**src/rtl/acc_buffer.sv**
```systemverilog
// acc_buffer: multi-channel accumulator buffer with optional saturation, sticky overflow
// flags and a valid/ready drain port that streams entry rows 0..DEPTH-1.
module acc_buffer #(
    parameter int NUM_CH            = 4,
    parameter int DEPTH             = 8,
    parameter int IN_SUM_BITWIDTH   = 32,
    parameter int ACC_DATA_BITWIDTH = 40,
    parameter int SATURATE          = 1,
    parameter int CLR_ON_READ       = 1
) (
    input  logic                                  clk,
    input  logic                                  reset,
    input  logic                                  wrt_en,
    input  logic                                  acc_logic,
    input  logic [$clog2(DEPTH)-1:0]              wr_addr,
    input  logic [NUM_CH*IN_SUM_BITWIDTH-1:0]     part_sum_in,
    output logic                                  wr_drop,
    input  logic                                  drain_start,
    output logic                                  busy,
    output logic                                  out_valid,
    input  logic                                  out_ready,
    output logic [NUM_CH*ACC_DATA_BITWIDTH-1:0]   out_data,
    output logic [$clog2(DEPTH)-1:0]              out_addr,
    output logic                                  out_last,
    output logic                                  drain_done,
    output logic [NUM_CH-1:0]                     ovf
);
    localparam int AW  = $clog2(DEPTH);
    localparam int IN  = IN_SUM_BITWIDTH;
    localparam int ACC = ACC_DATA_BITWIDTH;
    localparam logic [AW-1:0]  LAST_ADDR = AW'(DEPTH - 1);
    localparam logic [ACC-1:0] ACC_MAX   = {1'b0, {(ACC-1){1'b1}}};
    localparam logic [ACC-1:0] ACC_MIN   = {1'b1, {(ACC-1){1'b0}}};

    typedef enum logic {S_IDLE, S_DRAIN} state_t;

    state_t            r_state, w_next;
    logic [ACC-1:0]    r_mem [NUM_CH][DEPTH];
    logic [AW-1:0]     r_rd_ptr;
    logic [NUM_CH-1:0] r_ovf;
    logic              r_drop, r_done;
    logic [ACC-1:0]    w_res [NUM_CH];
    logic [NUM_CH-1:0] w_of;
    logic              w_wr, w_fire, w_last, w_start;

    assign w_wr    = wrt_en && (r_state == S_IDLE);
    assign w_start = drain_start && (r_state == S_IDLE);
    assign w_fire  = out_ready && (r_state == S_DRAIN);
    assign w_last  = (r_rd_ptr == LAST_ADDR);

    always_ff @(posedge clk) begin
        if (reset) r_state <= S_IDLE;
        else       r_state <= w_next;
    end

    always_comb begin
        w_next = (r_state == S_IDLE) ? (drain_start ? S_DRAIN : S_IDLE)
                                     : ((out_ready && w_last) ? S_IDLE : S_DRAIN);
    end

    always_comb begin
        busy       = (r_state == S_DRAIN);
        out_valid  = (r_state == S_DRAIN);
        out_last   = (r_state == S_DRAIN) && w_last;
        out_addr   = r_rd_ptr;
        wr_drop    = r_drop;
        drain_done = r_done;
        ovf        = r_ovf;
    end

    // Overflow is only possible when adding two same-signed operands.
    for (genvar c = 0; c < NUM_CH; c++) begin : g_ch
        logic signed [IN-1:0]  w_in;
        logic signed [ACC-1:0] w_ext;
        logic [ACC-1:0]        w_old, w_sum;
        assign w_in    = part_sum_in[c*IN +: IN];
        assign w_ext   = ACC'(w_in);
        assign w_old   = r_mem[c][wr_addr];
        assign w_sum   = w_old + w_ext;
        assign w_of[c] = acc_logic && (w_old[ACC-1] == w_ext[ACC-1]) && (w_sum[ACC-1] != w_old[ACC-1]);
        assign w_res[c] = !acc_logic ? w_ext
                        : (w_of[c] && SATURATE != 0) ? (w_old[ACC-1] ? ACC_MIN : ACC_MAX)
                        : w_sum;
        assign out_data[c*ACC +: ACC] = r_mem[c][r_rd_ptr];
    end

    always_ff @(posedge clk) begin
        if (reset) begin
            for (int c = 0; c < NUM_CH; c++)
                for (int d = 0; d < DEPTH; d++)
                    r_mem[c][d] <= '0;
        end else begin
            for (int c = 0; c < NUM_CH; c++) begin
                if (w_wr)
                    r_mem[c][wr_addr] <= w_res[c];
                else if (w_fire && CLR_ON_READ != 0)
                    r_mem[c][r_rd_ptr] <= '0;
            end
        end
    end

    // A write coinciding with drain_start still reports its own overflow.
    always_ff @(posedge clk) begin
        if (reset) begin
            r_rd_ptr <= '0;
            r_ovf    <= '0;
            r_drop   <= 1'b0;
            r_done   <= 1'b0;
        end else begin
            r_rd_ptr <= w_start ? '0 : (w_fire ? r_rd_ptr + 1'b1 : r_rd_ptr);
            r_ovf    <= (w_start ? '0 : r_ovf) | (w_wr ? w_of : '0);
            r_drop   <= wrt_en && (r_state == S_DRAIN);
            r_done   <= w_fire && w_last;
        end
    end
endmodule

```
**config.mk**
```make
export PLATFORM = sky130hd
export DESIGN_NAME = acc_buffer
export DESIGN_NICKNAME = d
export VERILOG_FILES = /design/src/rtl/acc_buffer.sv
export SDC_FILE = /design/constraint.sdc
export NUM_CORES = 2
export LEC_CHECK = 0
export CORE_MARGIN = 8
export CORE_UTILIZATION = 65
export CTS_CLUSTER_SIZE = 30
export DETAILED_ROUTE_END_ITERATION = 16
export PLACE_DENSITY_LB_ADDON = 0.05
export RECOVER_POWER = 100
export SETUP_SLACK_MARGIN = 0.5
export SLEW_MARGIN = 20
export SYNTH_ARGS = -nofsm -noshare
export SYNTH_HDL_FRONTEND = slang
export SYNTH_SLANG_ARGS = --single-unit
```
**constraint.sdc**
```tcl
create_clock -name clk -period 9.3 [get_ports clk]
set_clock_uncertainty 0.2 [all_clocks]
set_input_delay 0.93 -clock clk [delete_from_list [all_inputs] [get_ports clk]]
set_output_delay 0.93 -clock clk [all_outputs]
set_load 0.05 [all_outputs]
```
* Word-level counts from Yosys, hierarchy flattened
Memories as Yosys holds them, arrays and structs flattened.
Cells that the tools add are included.
** Operators by class
- Add/sub/neg operators :: 5
- $mul :: 0
- Divide/modulo/power cells :: 0
- $lt $le $gt $ge :: 4
- Equal/unequal tests :: 9
- Shift-type cells :: 0
- Multiplexer cells :: 2614
- Bitwise operators :: 2564
- Reduce and logical (&&, ||, !) cells :: 18
** Operator list (count)
- 2-to-1 mux 1 bit :: 2570
- bitwise OR 1 bit :: 2560
- 2-to-1 mux 40 bit :: 30
- binary-select mux 40 bit (select 3 bit) :: 8
- 2-to-1 mux 320 bit :: 2
- demux 40 bit (select 3 bit) :: 2
- adder 40 bit :: 4
- logical AND 1 bit :: 17
- greater-or-equal comparator 4 bit (second input constant) :: 2
- less-than comparator 4 x 1 -> 1 bit (second input constant) :: 2
- 2-to-1 mux 4 bit :: 2
- inverter 3 -> 4 bit :: 2
- == test 1 bit :: 4
- != test 1 bit :: 4
- bitwise OR 4 bit :: 1
- adder 3 x 1 -> 3 bit (second input constant) :: 1
- == test 3 bit (second input constant) :: 1
- OR reduction 2 bit :: 1
- inverter 1 bit :: 1
** Word-level totals
- Register bits :: 10
- Bits in latches :: 0
- Memory bits (writable) :: 1280
- Bits in read-only memories :: 0
- Output and inout port bits :: 172
- Logic and storage cells :: 5220
- Memories :: 1
** Memories
- r_mem :: depth 4, bits a word 320, read ports 4, clocked after Yosys merged registers in 0, write ports 4, line 38 : logic [ACC-1:0] r_mem [NUM_CH][DEPTH];

* Depth between registers and ports, before layout
- Depth in word-level cells :: 11
- Mapped depth :: 23

* Least setup slack after synthesis
No wires, ideal clock.
- Kind :: in2reg
- Start point :: in wr_addr[2]
- End point :: mem r_mem[1][158] (netlist name), data pin
- Arrival :: 5.406 ns
- Required time :: 8.835 ns
- Slack :: 3.429 ns
- Stages on the path :: 21
- Path buffers :: 5
- Cells stage by stage :: clkbuf_1 > clkbuf_1 > nor2_1 > and2_1 > clkbuf_1 > clkbuf_1 > clkbuf_1 > a22oi_1 > nand4_1 > ha_1 > fa_1 > a21o_1 > a311o_1 > a221oi_2 > o311ai_1 > o211a_1 > a221o_1 > a211oi_1 > xnor2_1 > a21oi_4 > nor2_1
** RTL lines
- start: declaration :: line 15 : input logic [$clog2(DEPTH)-1:0] wr_addr,
- end: declaration :: line 38

==> impl_metrics.toml <==
[outcome]
run_status = "complete, but fails checks"
failed_checks = "max-capacitance violations, max-slew violations"

[sta]
endpoints_failing_setup = 0
finalWorstPathRequiredPeriod_ps = 8670
setup_repair_after_global_routing_missed_its_margin = "no"
final_min_period_over_clock_period = 0.932
fin_setup_tns_ps = 0
slew_headroom = -1.45
timing_worst_slew_pin_value_ps = 3680
hold_ws_ps = 277
max_freq_mhz = 115
slew_viol_final = 1324
timing.final.hold_violations = 0

[clock_network]
cts_buffer_depth = 3
post_cts_gate_resize_count = 0
cts_max_level = 4
clock_insertion_delay_worst_skew_ps = 790
cts.sinks = 1290
cts_hold_buffers = 0
worst_setup_hold_path_clk_slew_ps = 60
root_buffer = "sky130_fd_sc_hd__clkbuf_16"
post-cts-setup-buffer-count = 0
cts_buffers = 140
tritoncts = "built"

[logic_synthesis]
synthTopCellsByArea = "sky130_fd_sc_hd__edfxtp_1 (43%), sky130_fd_sc_hd__a22oi_1 (14%), sky130_fd_sc_hd__dfxtp_1 (9.8%)"
ys_seq_elements = 1290
dominantRegCellSynth = "sky130_fd_sc_hd__edfxtp_1"
synth.avg_cell_area_um2 = 10.2
synth-warning-count = 0
asyncSetResetFlopFracSynth = 0
synthesis.area_um2 = 67100
synth_top_area_frac = 0.430
syn_nets = 6888
ys_top_cells_by_count = "sky130_fd_sc_hd__a22oi_1 (1266), sky130_fd_sc_hd__nor2_1 (1064), sky130_fd_sc_hd__edfxtp_1 (960)"
ys_seq_area_frac = 0.528
synth_edf_count = 960
yosys.area.top_type = "sky130_fd_sc_hd__edfxtp_1"
synth.lib_cells_used.distinct = 84
postSynthCellCount = 6589
synth.most_common_cell = "sky130_fd_sc_hd__a22oi_1"

[finish]
final_layout_net_count = 6911
area_delta_synth_final_pct = 12.1
post_route_cells_drive_above_1_share = 0.0599
multiInputGateArea_um2 = 29300
n_fill_cell = 7337
final-seq-area_um2 = 35400

[floorplanning]
floorplan.io_pins = 309
initial_core_util = 0.652
die_x_um = 337
cell_rows = 118
die-height_um = 337
core_box_area_um2 = 103000
die_area_um2 = 114000

[flow_run]
max_cap_viol_count = 35

[pwr]
static-leakage-power_nw = 26.7
ir_worst_vdd_uv = 157
cellPowerDensity_nw_per_um2 = 197

[min_path]
min-delay-path-class = "flop to flop"

[detailed_routing]
first_iter_violations = 10700
detail_route.first_pass.iterations = 10
antenna_left = 0
drt_drc_violations_left = 0
wl_per_cell_um = 30.9
finalWirelength_mm = 250
routed-via-count = 61500
drt-vias-per-instance = 7.58

[global_route]
overall_track_demand_over_capacity_in_global_routing = 0.420
globalRoute.totalOverflow = 0
first_pass_grt_wire_length_mm = 364
pin_count_of_the_biggest_net_entering_global_routing = 141
antenna_found_initial = 7
first_global_vias = 59700

[setup_path]
crit_fanout = 42
timing.critical_path.to_type = "flop"
critPathRequiredTime_ps = 9390
critical_path.startpoint_type = "input pin"
timing.setup.critical_path_class = "input pin to flop"
critPathArrivalTime_ps = 8760

[place]
port_buffers = 308
post-dp-hpwl_mm = 133
globalplace.congestion = 0.965
==> cell type report <==
cell class              instances  area share
multi-input cells            4691       0.390
clock buffers                 191      0.0526
flip-flops and latches       1290       0.471
well taps                    1380      0.0229
diodes                          4    0.000133
inverters                      71     0.00361
clock inverters                65     0.00747
repair buffers                418      0.0527
==> cell families (layout without fill, tap and decap cells) <==
| logic type | Yosys count | count (layout) | share of synthesized area |
|---|---|---|---|
| AOI/OAI and AO/OA | 2317 | 2317 | 0.250 |
| and+or+nand+nor | 2061 | 2061 | 0.135 |
| DFF | 1290 | 1290 | 0.528 |
| buffers and inverters | 608 | 745 | 0.0349 |
| adders and majority gates | 162 | 162 | 0.0306 |
| xor gates and xnor gates | 138 | 138 | 0.0180 |
| muxes | 13 | 13 | 0.00328 |
| other | 0 | 4 | 0 |
==> layer usage <==
layer / track usage / share of wire
met1: 0.522 / 0.33
met2: 0.648 / 0.44
met3: 0.128 / 0.16
met4: 0.250 / 0.068
met5: 0 / 0.00017
==> flip-flops by register name, indices dropped and copies added (netlist names) <==
| name | cells |
|---|---|
| r_mem | 1280 |
| ovf | 4 |
| out_addr | 3 |
| busy | 1 |
| drain_done | 1 |
| wr_drop | 1 |
==> path summary, 6_finish.rpt <==
kind,startpoint,end,slack (ps),cells past startpoint
worst max register to register,out_addr[0],r_mem[3][91],1660,8
worst min register to register,r_mem[2][242],r_mem[2][242],280,2
worst max-delay path,wr_addr[1],r_mem[1][252],630,9
worst min-delay path,r_mem[2][242],r_mem[2][242],280,2
==> layout by cell type, fill, tap and decap left out, drive strengths merged, types with 36 or more instances in the layout <==
| cell type | n |
|---|---|
| a21o | 86 |
| a21oi | 212 |
| a221oi | 71 |
| a22o | 55 |
| a22oi | 1266 |
| buf | 75 |
| clkbuf | 227 |
| clkdlybuf4s50 | 133 |
| clkinv | 59 |
| dfxtp | 330 |
| dlygate4sd3 | 174 |
| edfxtp | 960 |
| ha | 158 |
| inv | 64 |
| nand2 | 449 |
| nand3 | 42 |
| nand4 | 345 |
| nor2 | 1070 |
| nor3 | 36 |
| o21ai | 434 |
| xnor2 | 71 |
| xor2 | 67 |
==> per-stage QoR <==
stage               power [mW]  cells  worst slack (ps)  instance area [µm²]   util
detailed placement        9.32   7850              1410                71100  0.691
global placement          9.27   7850              1490                71100  0.691
CTS                       14.7   8106              2210                75600  0.735
finish                    14.8   8110               631                75300  0.731
floorplan                 8.45   6589              3430                67100      -
global route              15.2   8106               810                75200  0.731
==> power breakdown <==
part	internal, mW	leakage, nW	switching (mW)	total [mW]
registers	6.52	12.6	0.171	6.69
clock network	3.21	2.21	2.33	5.53
logic	0.757	11.9	1.82	2.58
==> critical path, stage by stage <==
cell                            delay (ps)
sky130_fd_sc_hd__dlygate4sd3_1         770
sky130_fd_sc_hd__buf_4                 280
sky130_fd_sc_hd__nor2_1                120
sky130_fd_sc_hd__and2_4                680
sky130_fd_sc_hd__clkbuf_1             1880
sky130_fd_sc_hd__nand2_4              1000
sky130_fd_sc_hd__and2_0                430
sky130_fd_sc_hd__clkinv_1               60
sky130_fd_sc_hd__clkbuf_1             2540
Note: power is estimated with default switching activity, not from simulation.
